--- src/rtl/alu_seq_pkg.sv ---
// Shared types and constants for the ALU command sequencer and UART framing logic.
// Holds the sequencer state encoding, command length and command field order.
// Default error byte and ALU timeout live here so framing and sequencer agree.
package alu_seq_pkg;

    // Sequencer FSM states
    typedef enum logic [2:0] {
        ST_FETCH   = 3'd0,
        ST_CAPTURE = 3'd1,
        ST_EXEC    = 3'd2,
        ST_WAIT    = 3'd3,
        ST_PUSH_HI = 3'd4,
        ST_PUSH_LO = 3'd5,
        ST_ERR     = 3'd6
    } seq_state_e;

    // Command is opcode, operand A, operand B, in that byte order on the wire
    localparam int CMD_BYTES = 3;

    typedef enum logic [1:0] {
        FIELD_OP = 2'd0,
        FIELD_A  = 2'd1,
        FIELD_B  = 2'd2
    } cmd_field_e;

    localparam int         DEF_TIMEOUT  = 255;
    localparam logic [7:0] DEF_ERR_CODE = 8'hEE;

endpackage

--- src/rtl/alu_cmd_sequencer.sv ---
// Purpose: pops 3-byte commands (op, a, b) from RX FIFO, runs the ALU, pushes the result (hi byte first) to TX FIFO.
// Latency: alu_start 6 cycles after the first read with 3 bytes queued; result bytes written 1 and 2 cycles after alu_done.
// Backpressure: stalls in FETCH while rx_empty and in PUSH_*/ERR while tx_full; strobes never fire against a blocked FIFO.
//
// Ports:
//   clk, reset             - clock, synchronous active-high reset
//   rx_empty/rx_rd_en/rx_data - RX FIFO pop interface (data valid the cycle after a read)
//   alu_start/alu_op/alu_a/alu_b - ALU launch pulse and registered command fields
//   alu_done/alu_result    - ALU completion pulse and 2*WIDTH result
//   tx_full/tx_wr_en/tx_data - TX FIFO push interface
//   busy                   - command partially fetched or in flight
//   cmd_err                - pulse coincident with the error-byte write
module alu_cmd_sequencer
    import alu_seq_pkg::*;
#(
    parameter int                WIDTH    = 8,
    parameter int                NUM_OPS  = 8,
    parameter int                TIMEOUT  = DEF_TIMEOUT,
    parameter logic [WIDTH-1:0]  ERR_CODE = WIDTH'(DEF_ERR_CODE)
) (
    input  logic                 clk,
    input  logic                 reset,
    input  logic                 rx_empty,
    output logic                 rx_rd_en,
    input  logic [WIDTH-1:0]     rx_data,
    output logic                 alu_start,
    output logic [WIDTH-1:0]     alu_op,
    output logic [WIDTH-1:0]     alu_a,
    output logic [WIDTH-1:0]     alu_b,
    input  logic                 alu_done,
    input  logic [2*WIDTH-1:0]   alu_result,
    input  logic                 tx_full,
    output logic                 tx_wr_en,
    output logic [WIDTH-1:0]     tx_data,
    output logic                 busy,
    output logic                 cmd_err
);

    // Counter reaches TIMEOUT on the same edge the FSM leaves WAIT
    localparam int               CNT_W    = $clog2(TIMEOUT + 1);
    localparam logic [CNT_W-1:0] CNT_LAST = CNT_W'(TIMEOUT - 1);

    seq_state_e           r_state;
    cmd_field_e           r_idx;
    logic [CNT_W-1:0]     r_cnt;
    logic [WIDTH-1:0]     r_op;
    logic [WIDTH-1:0]     r_a;
    logic [WIDTH-1:0]     r_b;
    logic [2*WIDTH-1:0]   r_result;
    logic                 w_op_ok;

    // Opcode was latched two bytes earlier, so the legality decision is ready at the last capture
    assign w_op_ok = (32'(r_op) < 32'(NUM_OPS));

    always_ff @(posedge clk) begin
        if (reset) begin
            r_state  <= ST_FETCH;
            r_idx    <= FIELD_OP;
            r_cnt    <= '0;
            r_op     <= '0;
            r_a      <= '0;
            r_b      <= '0;
            r_result <= '0;
        end else begin
            case (r_state)
                ST_FETCH: begin
                    // Index is kept while starved so a partial command resumes where it stopped
                    if (!rx_empty) begin
                        r_state <= ST_CAPTURE;
                    end
                end
                ST_CAPTURE: begin
                    case (r_idx)
                        FIELD_OP: r_op <= rx_data;
                        FIELD_A:  r_a  <= rx_data;
                        default:  r_b  <= rx_data;
                    endcase
                    if (r_idx == FIELD_B) begin
                        r_idx   <= FIELD_OP;
                        r_state <= w_op_ok ? ST_EXEC : ST_ERR;
                    end else begin
                        r_idx   <= cmd_field_e'(r_idx + 2'd1);
                        r_state <= ST_FETCH;
                    end
                end
                ST_EXEC: begin
                    r_cnt   <= '0;
                    r_state <= ST_WAIT;
                end
                ST_WAIT: begin
                    if (alu_done) begin
                        r_result <= alu_result;
                        r_state  <= ST_PUSH_HI;
                    end else begin
                        r_cnt <= r_cnt + CNT_W'(1);
                        if (r_cnt == CNT_LAST) begin
                            r_state <= ST_ERR;
                        end
                    end
                end
                ST_PUSH_HI: begin
                    if (!tx_full) begin
                        r_state <= ST_PUSH_LO;
                    end
                end
                ST_PUSH_LO: begin
                    if (!tx_full) begin
                        r_state <= ST_FETCH;
                    end
                end
                ST_ERR: begin
                    if (!tx_full) begin
                        r_state <= ST_FETCH;
                    end
                end
                default: begin
                    r_state <= ST_FETCH;
                end
            endcase
        end
    end

    // Strobes decode the state register; reset forces them low so nothing moves in the reset cycle
    always_comb begin
        rx_rd_en  = 1'b0;
        alu_start = 1'b0;
        tx_wr_en  = 1'b0;
        tx_data   = '0;
        cmd_err   = 1'b0;
        busy      = 1'b0;
        if (!reset) begin
            busy = !((r_state == ST_FETCH) && (r_idx == FIELD_OP));
            case (r_state)
                ST_FETCH: begin
                    rx_rd_en = !rx_empty;
                end
                ST_EXEC: begin
                    alu_start = 1'b1;
                end
                ST_PUSH_HI: begin
                    tx_data  = r_result[2*WIDTH-1:WIDTH];
                    tx_wr_en = !tx_full;
                end
                ST_PUSH_LO: begin
                    tx_data  = r_result[WIDTH-1:0];
                    tx_wr_en = !tx_full;
                end
                ST_ERR: begin
                    tx_data  = ERR_CODE;
                    tx_wr_en = !tx_full;
                    cmd_err  = !tx_full;
                end
                default: begin
                    tx_data = '0;
                end
            endcase
        end
    end

    assign alu_op = r_op;
    assign alu_a  = r_a;
    assign alu_b  = r_b;

endmodule
--- config.mk ---
export PLATFORM = sky130hd
export DESIGN_NAME = alu_cmd_sequencer
export DESIGN_NICKNAME = d
export VERILOG_FILES = /design/src/rtl/alu_seq_pkg.sv /design/src/rtl/alu_cmd_sequencer.sv
export SDC_FILE = /design/constraint.sdc
export NUM_CORES = 1
export LEC_CHECK = 0
export ABC_AREA = 1
export CORE_MARGIN = 2
export CORE_UTILIZATION = 48
export CTS_CLUSTER_DIAMETER = 80
export DETAILED_ROUTE_END_ITERATION = 12
export PLACE_DENSITY = 0.9
export SETUP_SLACK_MARGIN = 0.3
export SYNTH_ARGS = -nofsm -noshare
export SYNTH_HDL_FRONTEND = slang
export SYNTH_SLANG_ARGS = --single-unit
export TNS_END_PERCENT = 50
--- constraint.sdc ---
create_clock -name clk -period 1.4 [get_ports clk]
set_input_delay 0.14 -clock clk [delete_from_list [all_inputs] [get_ports clk]]
set_output_delay 0.14 -clock clk [all_outputs]
set_load 0.1 [all_outputs]
==> results_dict.tcl <==
set metrics [dict create \
    status "finished with violations" \
    violations "negative setup slack" \
    drc 0 \
    dieArea_mm2 0.00566 \
    setup_viol 64 \
    tritoncts "yes" \
    drive_above_1_share_pct 44.4 \
    port_buffers 65 \
    synthTopCellsByArea "dfxtp_1 44%, nor2_1 10%, nand2_1 9.1%" \
    synthAdderAreaFrac_pct 1.03 \
    power.leakage_uw 0.00175 \
    grt_pass1_vias 2994 \
    irDropWorstVdd_mv 1.50 \
    fill_cells 132 \
    syn_area_per_cell_um2 7.32 \
    synth_common_cells "66 x nor2_1, 59 x nand2_1, 53 x dfxtp_1" \
    required_ns 1.26 \
    clk_pin_slew_ns 0.11 \
    synth-seq-area-share_pct 43.6 \
    grt_max_degree 29 \
    fin_area_mm2 0.00455 \
    clock_sinks 53 \
    cts_buffers 5 \
    wire_per_inst_um 26.2 \
    synth_cell_types 33 \
    synth_flop_cell "dfxtp_1" \
    finalClockSkew_ns 0.0107 \
    die_width_um 75.2 \
    setup_slack_ns -0.576 \
    synth_top_family_by_area "simple AND/OR/NAND/NOR gates" \
    end_kind "output pin" \
    tightest_slew_ns 0.452 \
    syn_nets 364 \
    synth_warnings 0 \
    clockBufferDepth 2 \
    insertion_delay_ns 0.32 \
    synth_edf_count 0 \
    max_freq_mhz 506 \
    maxSlewViolCount 0 \
    drtIter0Drc 373 \
    synth_top_area_share_pct 43.6 \
    synth_mux_area_share_pct 0 \
    drv_cap 0 \
    place_area_mm2 0.00386 \
    gp_congestion 0.795 \
    timing.final.crit_share_pct 141 \
    areaGrowthSynthToFinish_pct 86.6 \
    cts_max_level 2 \
    synth.largest_area_cell "dfxtp_1" \
    synth_seq_cells 53 \
    async_flop_share_pct 0 \
    grt_pass1_wl_um 15500 \
    critPathArrivalTime_ns 1.84 \
    worst-setup-path-type "register to output pin" \
    drt-total-wl_um 13400 \
    dp_hpwl_um 6040 \
    vias 3294 \
    synthSimpleGateAreaFrac_pct 30.8 \
    ant_nets 0 \
    synth_area_mm2 0.00244 \
    vias_per_cell 6.43 \
    min_period_ns 1.98 \
    path_max_fanout 4 \
    p_total_uw 8880 \
    ctsRootBufferMaster "clkbuf_8" \
    setup.worst_path.start_class "register" \
    synth-compound-area-share_pct 15.6 \
    ioPinCount 66 \
    power.density_mw_per_mm2 1950 \
    fin_cells 512 \
    core.rowCount 25 \
    antenna_found_initial 1 \
    yosysMostFrequentCell "nor2_1" \
    hold_path.class "input pin to register" \
    grt_overflow 0 \
    hold_viol 0 \
    dieHeight_um 75.2 \
    dp.cells 482 \
    rsz0062_at_grt "true" \
    first_pass_iters 10 \
    grt_use_total_pct 37.7 \
    start_util_pct 50.6 \
    relSlewSlack_pct 69.8 \
    core_region_area_mm2 0.00482 \
    synth-xor-area-share_pct 0 \
    setup_tns_ns -15.54 \
    cts_hold_buf 0 \
    layout.nets 474 \
    syn-instance-count 333 \
    dp_slack_ns -0.151 \
]
-- per-layer routing --
| layer | GRT usage, % | vias up | share of wire [%] |
|---|---|---|---|
| li1 | - | 1295 | - |
| met1 | 40.8 | 1538 | 32 |
| met2 | 65.3 | 324 | 46 |
| met3 | 11.0 | 137 | 11 |
| met4 | 21.8 | 0 | 11 |
| met5 | 0 | - | 0 |
-- metrics by stage --
stage | hold slack [ns] | util, %
3_5_place_dp | 0.446 | 80.1
2_1_floorplan | 0.275 | -
4_1_cts | 0.406 | 88.2
6_report | 0.431 | 94.4
3_3_place_gp | 0.435 | 80.1
5_1_grt | 0.431 | 94.4
-- repair_timing --
action	4_1_cts	5_1_grt
setup endpoints to repair	66	67
resized for setup	64	52
pin swaps	27	28
setup buffers	5	12
cloned	1	3
-- sequential cells by signal (all words and copies together) (netlist names) --
name and count:
r_result 16, alu_a 8, alu_b 8, alu_op 8, r_cnt 8, r_state 3, r_idx 2
-- report_power, final --
group	switching (uW)	leakage [uW]	internal (uW)	total, uW
logic	3500	0.00125	2050	5540
clock network	546	0.0000574	583	1130
registers	416	0.000438	1800	2210
total	4460	0.00175	4430	8880
-- worst max-delay path, cell delays in order (launching register included) --
cell,delay [ns]
dfxtp_4,0.40
buf_6,0.13
nor2_4,0.14
nand2_4,0.09
o31ai_4,0.33
bufinv_8,0.26
buf_12,0.16
-- kinds of logic (layout without fill, tap and decap cells) --
logic type	Yosys count	count (layout)
AO/OA/AOI/OAI	70	70
flip-flops	53	53
buffers and inverters	47	156
adder cells (fa/ha/maj)	2	2
other	0	1
AND/OR/NAND/NOR	161	163
-- layout make-up --
class / instances / area, um2 / share of cell area, %
repair buffers: 114 / 1510 / 33.1
inverters: 34 / 204 / 4.49
clock buffers: 6 / 82.6 / 1.82
multi-input cells: 235 / 1540 / 33.9
flip-flops and latches: 53 / 1090 / 24.0
clock inverters: 2 / 37.5 / 0.826
diodes: 1 / 2.50 / 0.0551
well taps: 67 / 83.8 / 1.84
-- worst paths after layout --
kind,slack [ns],from,to,cells past startpoint
hold reg to reg,0.49,r_cnt[4],r_cnt[4],2
hold / removal,0.43,alu_result[13],r_result[13],3
setup / recovery,-0.58,r_state[0],busy,6
setup reg to reg,-0.33,r_state[1],alu_b[6],9
-- cells in the final DEF (no fill, tap or decap), drive strengths merged, types with 2 or more instances in the layout --
cell	count
nand2	62
a21oi	28
dfxtp	53
buf	86
clkbuf	6
nand3	20
nor2	72
ha	2
inv	26
clkdlybuf4s50	27
nor3	7
bufinv	2
o211ai	6
o21ai	35
clkinvlp	7
Note: power is estimated with default switching activity, not from simulation.
